**src/rtl/dvi_rx_link_ctrl.sv**
```systemverilog
// Link supervisor for the DVI receive path: sequences PLL lock, channel settle,
// frame alignment and frame-stability qualification, and requests decoder re-sync on loss.
module dvi_rx_link_ctrl #(
    parameter int SETTLE_CYC  = 1024,
    parameter int TIMEOUT_CYC = 2**22,
    parameter int GOOD_FRAMES = 3,
    parameter int RESYNC_LEN  = 16,
    parameter bit VS_POL      = 1'b1
) (
    input  logic        pclk,
    input  logic        rstbtn_n,
    input  logic        plllckd,
    input  logic        data_vld,
    input  logic        data_rdy,
    input  logic        psalgnerr,
    input  logic        vsync,
    input  logic        de,
    output logic        link_up,
    output logic        frame_start,
    output logic        resync_req,
    output logic [11:0] lines_per_frm,
    output logic [2:0]  state,
    output logic [7:0]  err_cnt
);

    localparam int SETTLE_W = $clog2(SETTLE_CYC + 1);
    localparam int TMO_W    = $clog2(TIMEOUT_CYC + 1);
    localparam int RS_W     = $clog2(RESYNC_LEN + 1);

    localparam logic [SETTLE_W-1:0] SETTLE_LAST = SETTLE_W'(SETTLE_CYC - 1);
    localparam logic [TMO_W-1:0]    TMO_LAST    = TMO_W'(TIMEOUT_CYC - 1);
    localparam logic [RS_W-1:0]     RS_LAST     = RS_W'(RESYNC_LEN - 1);
    localparam logic [3:0]          GOOD_LOCK   = 4'(GOOD_FRAMES);

    typedef enum logic [2:0] {
        IDLE       = 3'd0,
        WAIT_RDY   = 3'd1,
        WAIT_FRAME = 3'd2,
        QUALIFY    = 3'd3,
        LOCKED     = 3'd4,
        RESYNC     = 3'd5
    } state_t;

    state_t              state_q, state_d;
    logic [SETTLE_W-1:0] settle_q, settle_d;
    logic [TMO_W-1:0]    tmo_q, tmo_d;
    logic [RS_W-1:0]     rs_q, rs_d;
    logic [11:0]         line_q, line_d;
    logic [11:0]         ref_q, ref_d;
    logic [11:0]         lpf_q, lpf_d;
    logic [3:0]          good_q, good_d;
    logic [7:0]          err_q, err_d;
    logic                vs_q, de_q;
    logic                link_up_q, frame_start_q, resync_req_q;

    logic        vs_edge, de_rise, link_ok, loss;
    logic [11:0] line_sat;

    assign vs_edge  = (vsync == VS_POL) && (vs_q != VS_POL);
    assign de_rise  = de && !de_q;
    assign link_ok  = data_vld && data_rdy;
    assign loss     = !link_ok || psalgnerr;
    // Running line count including a de rise in this very cycle; this is the frame count at vs_edge.
    assign line_sat = (&line_q) ? line_q : line_q + 12'(de_rise);

    always_comb begin
        // NOTE: every variable gets its hold value first so no path through the case infers a latch.
        state_d  = state_q;
        settle_d = settle_q;
        tmo_d    = tmo_q;
        rs_d     = rs_q;
        line_d   = line_q;
        ref_d    = ref_q;
        lpf_d    = lpf_q;
        good_d   = good_q;
        err_d    = err_q;

        if (!plllckd && state_q != RESYNC) begin
            state_d = IDLE;
        end else begin
            case (state_q)
                IDLE: begin
                    settle_d = '0;
                    tmo_d    = '0;
                    state_d  = WAIT_RDY;
                end
                WAIT_RDY: begin
                    settle_d = link_ok ? settle_q + 1'b1 : '0;
                    tmo_d    = tmo_q + 1'b1;
                    if (tmo_q == TMO_LAST)
                        state_d = RESYNC;
                    else if (link_ok && settle_q == SETTLE_LAST)
                        state_d = WAIT_FRAME;
                end
                WAIT_FRAME: begin
                    tmo_d = tmo_q + 1'b1;
                    if (loss) begin
                        state_d = RESYNC;
                    end else if (vs_edge) begin
                        state_d = QUALIFY;
                        line_d  = '0;
                        good_d  = '0;
                        ref_d   = '0;
                    end else if (tmo_q == TMO_LAST) begin
                        state_d = RESYNC;
                    end
                end
                QUALIFY: begin
                    line_d = line_sat;
                    if (loss) begin
                        state_d = RESYNC;
                    end else if (vs_edge) begin
                        line_d = '0;
                        if (line_sat != '0 && line_sat == ref_q) begin
                            good_d = good_q + 1'b1;
                        end else begin
                            good_d = (line_sat != '0) ? 4'd1 : 4'd0;
                            ref_d  = line_sat;
                        end
                        if (good_d == GOOD_LOCK) begin
                            state_d = LOCKED;
                            lpf_d   = ref_d;
                        end
                    end
                end
                LOCKED: begin
                    line_d = line_sat;
                    if (loss) begin
                        state_d = RESYNC;
                    end else if (vs_edge) begin
                        line_d = '0;
                        if (line_sat != lpf_q)
                            state_d = RESYNC;
                    end
                end
                RESYNC: begin
                    rs_d = rs_q + 1'b1;
                    if (rs_q == RS_LAST)
                        state_d = IDLE;
                end
                default: state_d = IDLE;
            endcase
        end

        if (state_d != state_q)
            tmo_d = '0;
        if (state_d == RESYNC && state_q != RESYNC) begin
            rs_d = '0;
            if (err_q != 8'hFF)
                err_d = err_q + 8'd1;
        end
    end

    always_ff @(posedge pclk) begin
        // NOTE: reset is sampled on the clock edge, so it lives inside the clocked branch, not the sensitivity list.
        if (!rstbtn_n) begin
            state_q       <= IDLE;
            settle_q      <= '0;
            tmo_q         <= '0;
            rs_q          <= '0;
            line_q        <= '0;
            ref_q         <= '0;
            lpf_q         <= '0;
            good_q        <= '0;
            err_q         <= '0;
            vs_q          <= !VS_POL;
            de_q          <= 1'b0;
            link_up_q     <= 1'b0;
            frame_start_q <= 1'b0;
            resync_req_q  <= 1'b0;
        end else begin
            // NOTE: non-blocking so every register samples pre-edge values of the others.
            state_q       <= state_d;
            settle_q      <= settle_d;
            tmo_q         <= tmo_d;
            rs_q          <= rs_d;
            line_q        <= line_d;
            ref_q         <= ref_d;
            lpf_q         <= lpf_d;
            good_q        <= good_d;
            err_q         <= err_d;
            vs_q          <= vsync;
            de_q          <= de;
            link_up_q     <= (state_d == LOCKED);
            // The locking edge also starts the first delivered frame.
            frame_start_q <= vs_edge && (state_d == LOCKED);
            resync_req_q  <= (state_d == RESYNC);
        end
    end

    assign link_up       = link_up_q;
    assign frame_start   = frame_start_q;
    assign resync_req    = resync_req_q;
    assign lines_per_frm = lpf_q;
    assign state         = state_q;
    assign err_cnt       = err_q;

endmodule

```
**config.mk**
```make
export PLATFORM = sky130hd
export DESIGN_NAME = dvi_rx_link_ctrl
export DESIGN_NICKNAME = d
export VERILOG_FILES = /design/src/rtl/dvi_rx_link_ctrl.sv
export SDC_FILE = /design/constraint.sdc
export NUM_CORES = 1
export LEC_CHECK = 0
export BUFFER_PORTS_ARGS = -buffer_cell sky130_fd_sc_hd__buf_4
export CAP_MARGIN = 20
export CORE_MARGIN = 5
export CORE_UTILIZATION = 50
export DETAILED_ROUTE_END_ITERATION = 12
export GPL_TIMING_DRIVEN = 0
export PLACE_DENSITY = 0.7
export SYNTH_ARGS = -nofsm -noshare
export SYNTH_HDL_FRONTEND = slang
export SYNTH_SLANG_ARGS = --single-unit
```
**constraint.sdc**
```tcl
create_clock -name pclk -period 8.51 [get_ports pclk]
set_input_delay 1.702 -clock pclk [delete_from_list [all_inputs] [get_ports pclk]]
set_output_delay 1.702 -clock pclk [all_outputs]
set_load 0.02 [all_outputs]
```
==> run metrics <==
status=complete, no violations; max-slew violations=0; Pre-antenna DRT Iters=5; crit-path max cell delay=slightly below 700 ps; clock skew=10.7 ps; Main synth FF type=dfxtp_1; Gate Count Post-Synth=just under 700; Final Critical Period=roughly 5800 ps; DRT iter0 DRCs=just over 400; hold wc startpoint=rs_q[1]; Mapped Area=between 5000 and 6000 um^2; EDFF count, synth=0; drt wl/cell=roughly 17 um; largest fanout on the critical path=10; critical path launch point type=primary input; RSZ-0062 raised after global routing=no; share of layout cells above drive strength 1=0.0930; register area=about 1900 um^2; Worst-Skew Late Latency=roughly 380 ps; cells along the critical path=buf_4 -> nor2b_1 -> ha_1 -> buf_2 -> nand4_1 -> a2111oi_0 -> o21bai_1 -> nor4_1 -> nand3_1 -> and3_1 -> a21oi_1 -> nor2_1 -> mux2_2 -> clkbuf_1 -> nor4_1; Hold Crit Endpoint=rs_q[1]; P&R area growth vs syn=12.5%; Top delay family on crit path=simple AND/OR/NAND/NOR gates; Root Buffer=clkbuf_8; Vias per Instance=~6.0; Max Cap Violations=0; count leader, synth=dfxtp_1; Async S/R FF share, synth=0; metal2 WL=7020 um; met3 wire len=~860 um; Final setup violation count=0; Leakage=2.21 nW; post-cts sizing count=0; Critical Path AT=6050 ps; DIE AREA=13,100 um^2; Post-DP HPWL=10,900 um; clk sinks=95; height of the die=about 110 um; GP Congestion=around 0.94; worst reg-to-reg setup slack=between 3000 and 4000 ps; WHS Path Cells=2; Row Count=38; syn nets=between 700 and 800; Final Hold Viols=0; CP Class=in -> reg; dominant cell type by area after synthesis=dfxtp_1; crit path buf inv count=3; Yosys reg bits=95; htree depth=3; synthesized area per cell=roughly 8 um^2; number of fill cells=1,008; cell depth of the worst setup path=15; setup tns final=0 ps; number of I/O port buffers=32; Setup crit end kind=flop; Worst path most repeated cell=nor4_1; vias in the first global route=between 5,000 and 6,000; DIE WIDTH=115 um; initial cell density of the core=0.507; FF-to-FF End=tmo_q[2]; gr usage total=0.231; hold crit path type=reg -> reg; FMAX=173 MHz; PwrDens=approximately 140 nW/um^2; sequential-to-total area share from yosys stat=0.347; post-CTS setup buffer count=0; Multi-input gate area=around 3300 um^2; Least-Margin Pin Slew=989 ps; DR vias=approximately 5,300; placed cell count=~870; antenna violations before repair=0; largest net degree at the start of global routing=16; top cells by area, synth=dfxtp_1 (35%), nor2_1 (6.0%), xor2_1 (5.1%); worst vdd ir=0.0000969 V; Synth top area share=0.347; # hold bufs at CTS=0; number of library cell types mapped by synthesis=63; fin nets=approximately 750; Commonest cells post-synth=dfxtp_1 (95), nor2_1 (88), nand2_1 (60); first-pass GRT wire length=24,600 um; Yosys warnings=0; maximum root-to-sink buffer count=2; RR Startpoint=de_q; antenna-violating nets left=0; uppermost layer routed=met4; reg2reg path depth=14; Top-Level Pins=34; Routed WL=14,700 um; slowest stage cell, crit path=a2111oi_0; # DRC=0; core area=~11,000 um^2; Tcrit/Tclk final=0.678; CTS tree=yes; Slew HR=0.334; CP required=between 8000 and 9000 ps; Final Non-Filler Cells=882; diode count=0; Metal-1 WL=between 6000 and 7000 um; total grt overflow=0; clock-pin slew on the worst setup and hold paths=about 90 ps; clock buffer count from CTS=9
## metal layers
metal,up-vias,global-route usage
li1,2591,-
met2,177,0.383
met4,0,0.0918
met5,-,0
met1,2493,0.295
met3,33,0.0455
## placed cells by master, fill, tap and decap left out, types with 15 or more instances in the layout
cell type   n
clkbuf_1   37
o21ai_0    18
xor2_1     32
buf_4      33
nand2b_1   15
nand2_1    60
dfxtp_1    95
nor2_1     88
mux2i_1    21
nor4_1     38
a22oi_1    20
nand4_1    23
a21oi_1    43
xnor2_1    24
nand3_1    32
## metrics by stage
stage               instance area, um^2  setup WS, ps  total power, W   util  hold slack, ps
global placement                   5890          2720        0.000494  0.546             460
floorplan                          5470          3600        0.000482      -             449
global route                       6160          2310        0.000918  0.571             527
detailed placement                 5890          2470        0.000495  0.546             474
finish                             6160          2740        0.000882  0.571             489
CTS                                6160          2870        0.000889  0.571             493
## area by class of cell
cell class	instances	share of cell area
multi-input combinational	541	0.542
sequential	95	0.309
timing repair buffer	32	0.0390
buffer	44	0.0299
tap	140	0.0284
clock buffer	11	0.0230
clock inverter	5	0.0209
inverter	14	0.00853
## state kept, by name, indices dropped and copies added (netlist names), 3 cells and up
register and count:
err_cnt 8, good_q 4, line_q 12, lines_per_frm 12, ref_q 12, rs_q 5
settle_q 11, state 3, tmo_q 23
## report_power, final
| group | switching, W | leakage, nW | total, W | internal [W] |
|---|---|---|---|---|
| Combinational | 0.0000269 | 1.31 | 0.0000381 | 0.0000112 |
| Sequential | 0.00000110 | 0.766 | 0.000447 | 0.000446 |
| Clock | 0.000163 | 0.134 | 0.000397 | 0.000234 |
## worst max-delay path by stage
stage          slack, ps  from               end
3_5_place_dp        2470    de          tmo_q[8]
2_1_floorplan       3600    de  lines_per_frm[3]
4_1_cts             2870    de          tmo_q[8]
5_1_grt             2310    de         tmo_q[19]
6_report            2740    de          tmo_q[2]
3_3_place_gp        2720    de          tmo_q[7]
## worst reg2reg max path, stage by stage, from the launching register on
cell	delay (ps)
dfxtp_1	310
nor2b_1	200
ha_1	200
buf_2	230
nand4_1	350
a2111oi_0	680
o21bai_1	350
nor4_1	450
nand3_1	290
and3_1	270
a21oi_1	200
nor2_1	110
mux2_2	350
clkbuf_1	250
nor4_1	330
## cell families (layout without fill, tap and decap cells)
family	after synthesis	after routing	share of synthesized area
compound gates	124	124	0.145
xor+xnor	56	56	0.0896
fa+ha+maj	8	8	0.0183
buf+inv	58	106	0.0432
flops	95	95	0.347
mux	23	23	0.0432
simple gates	330	330	0.313
No activity file was read; power rests on OpenSTA's default activity.
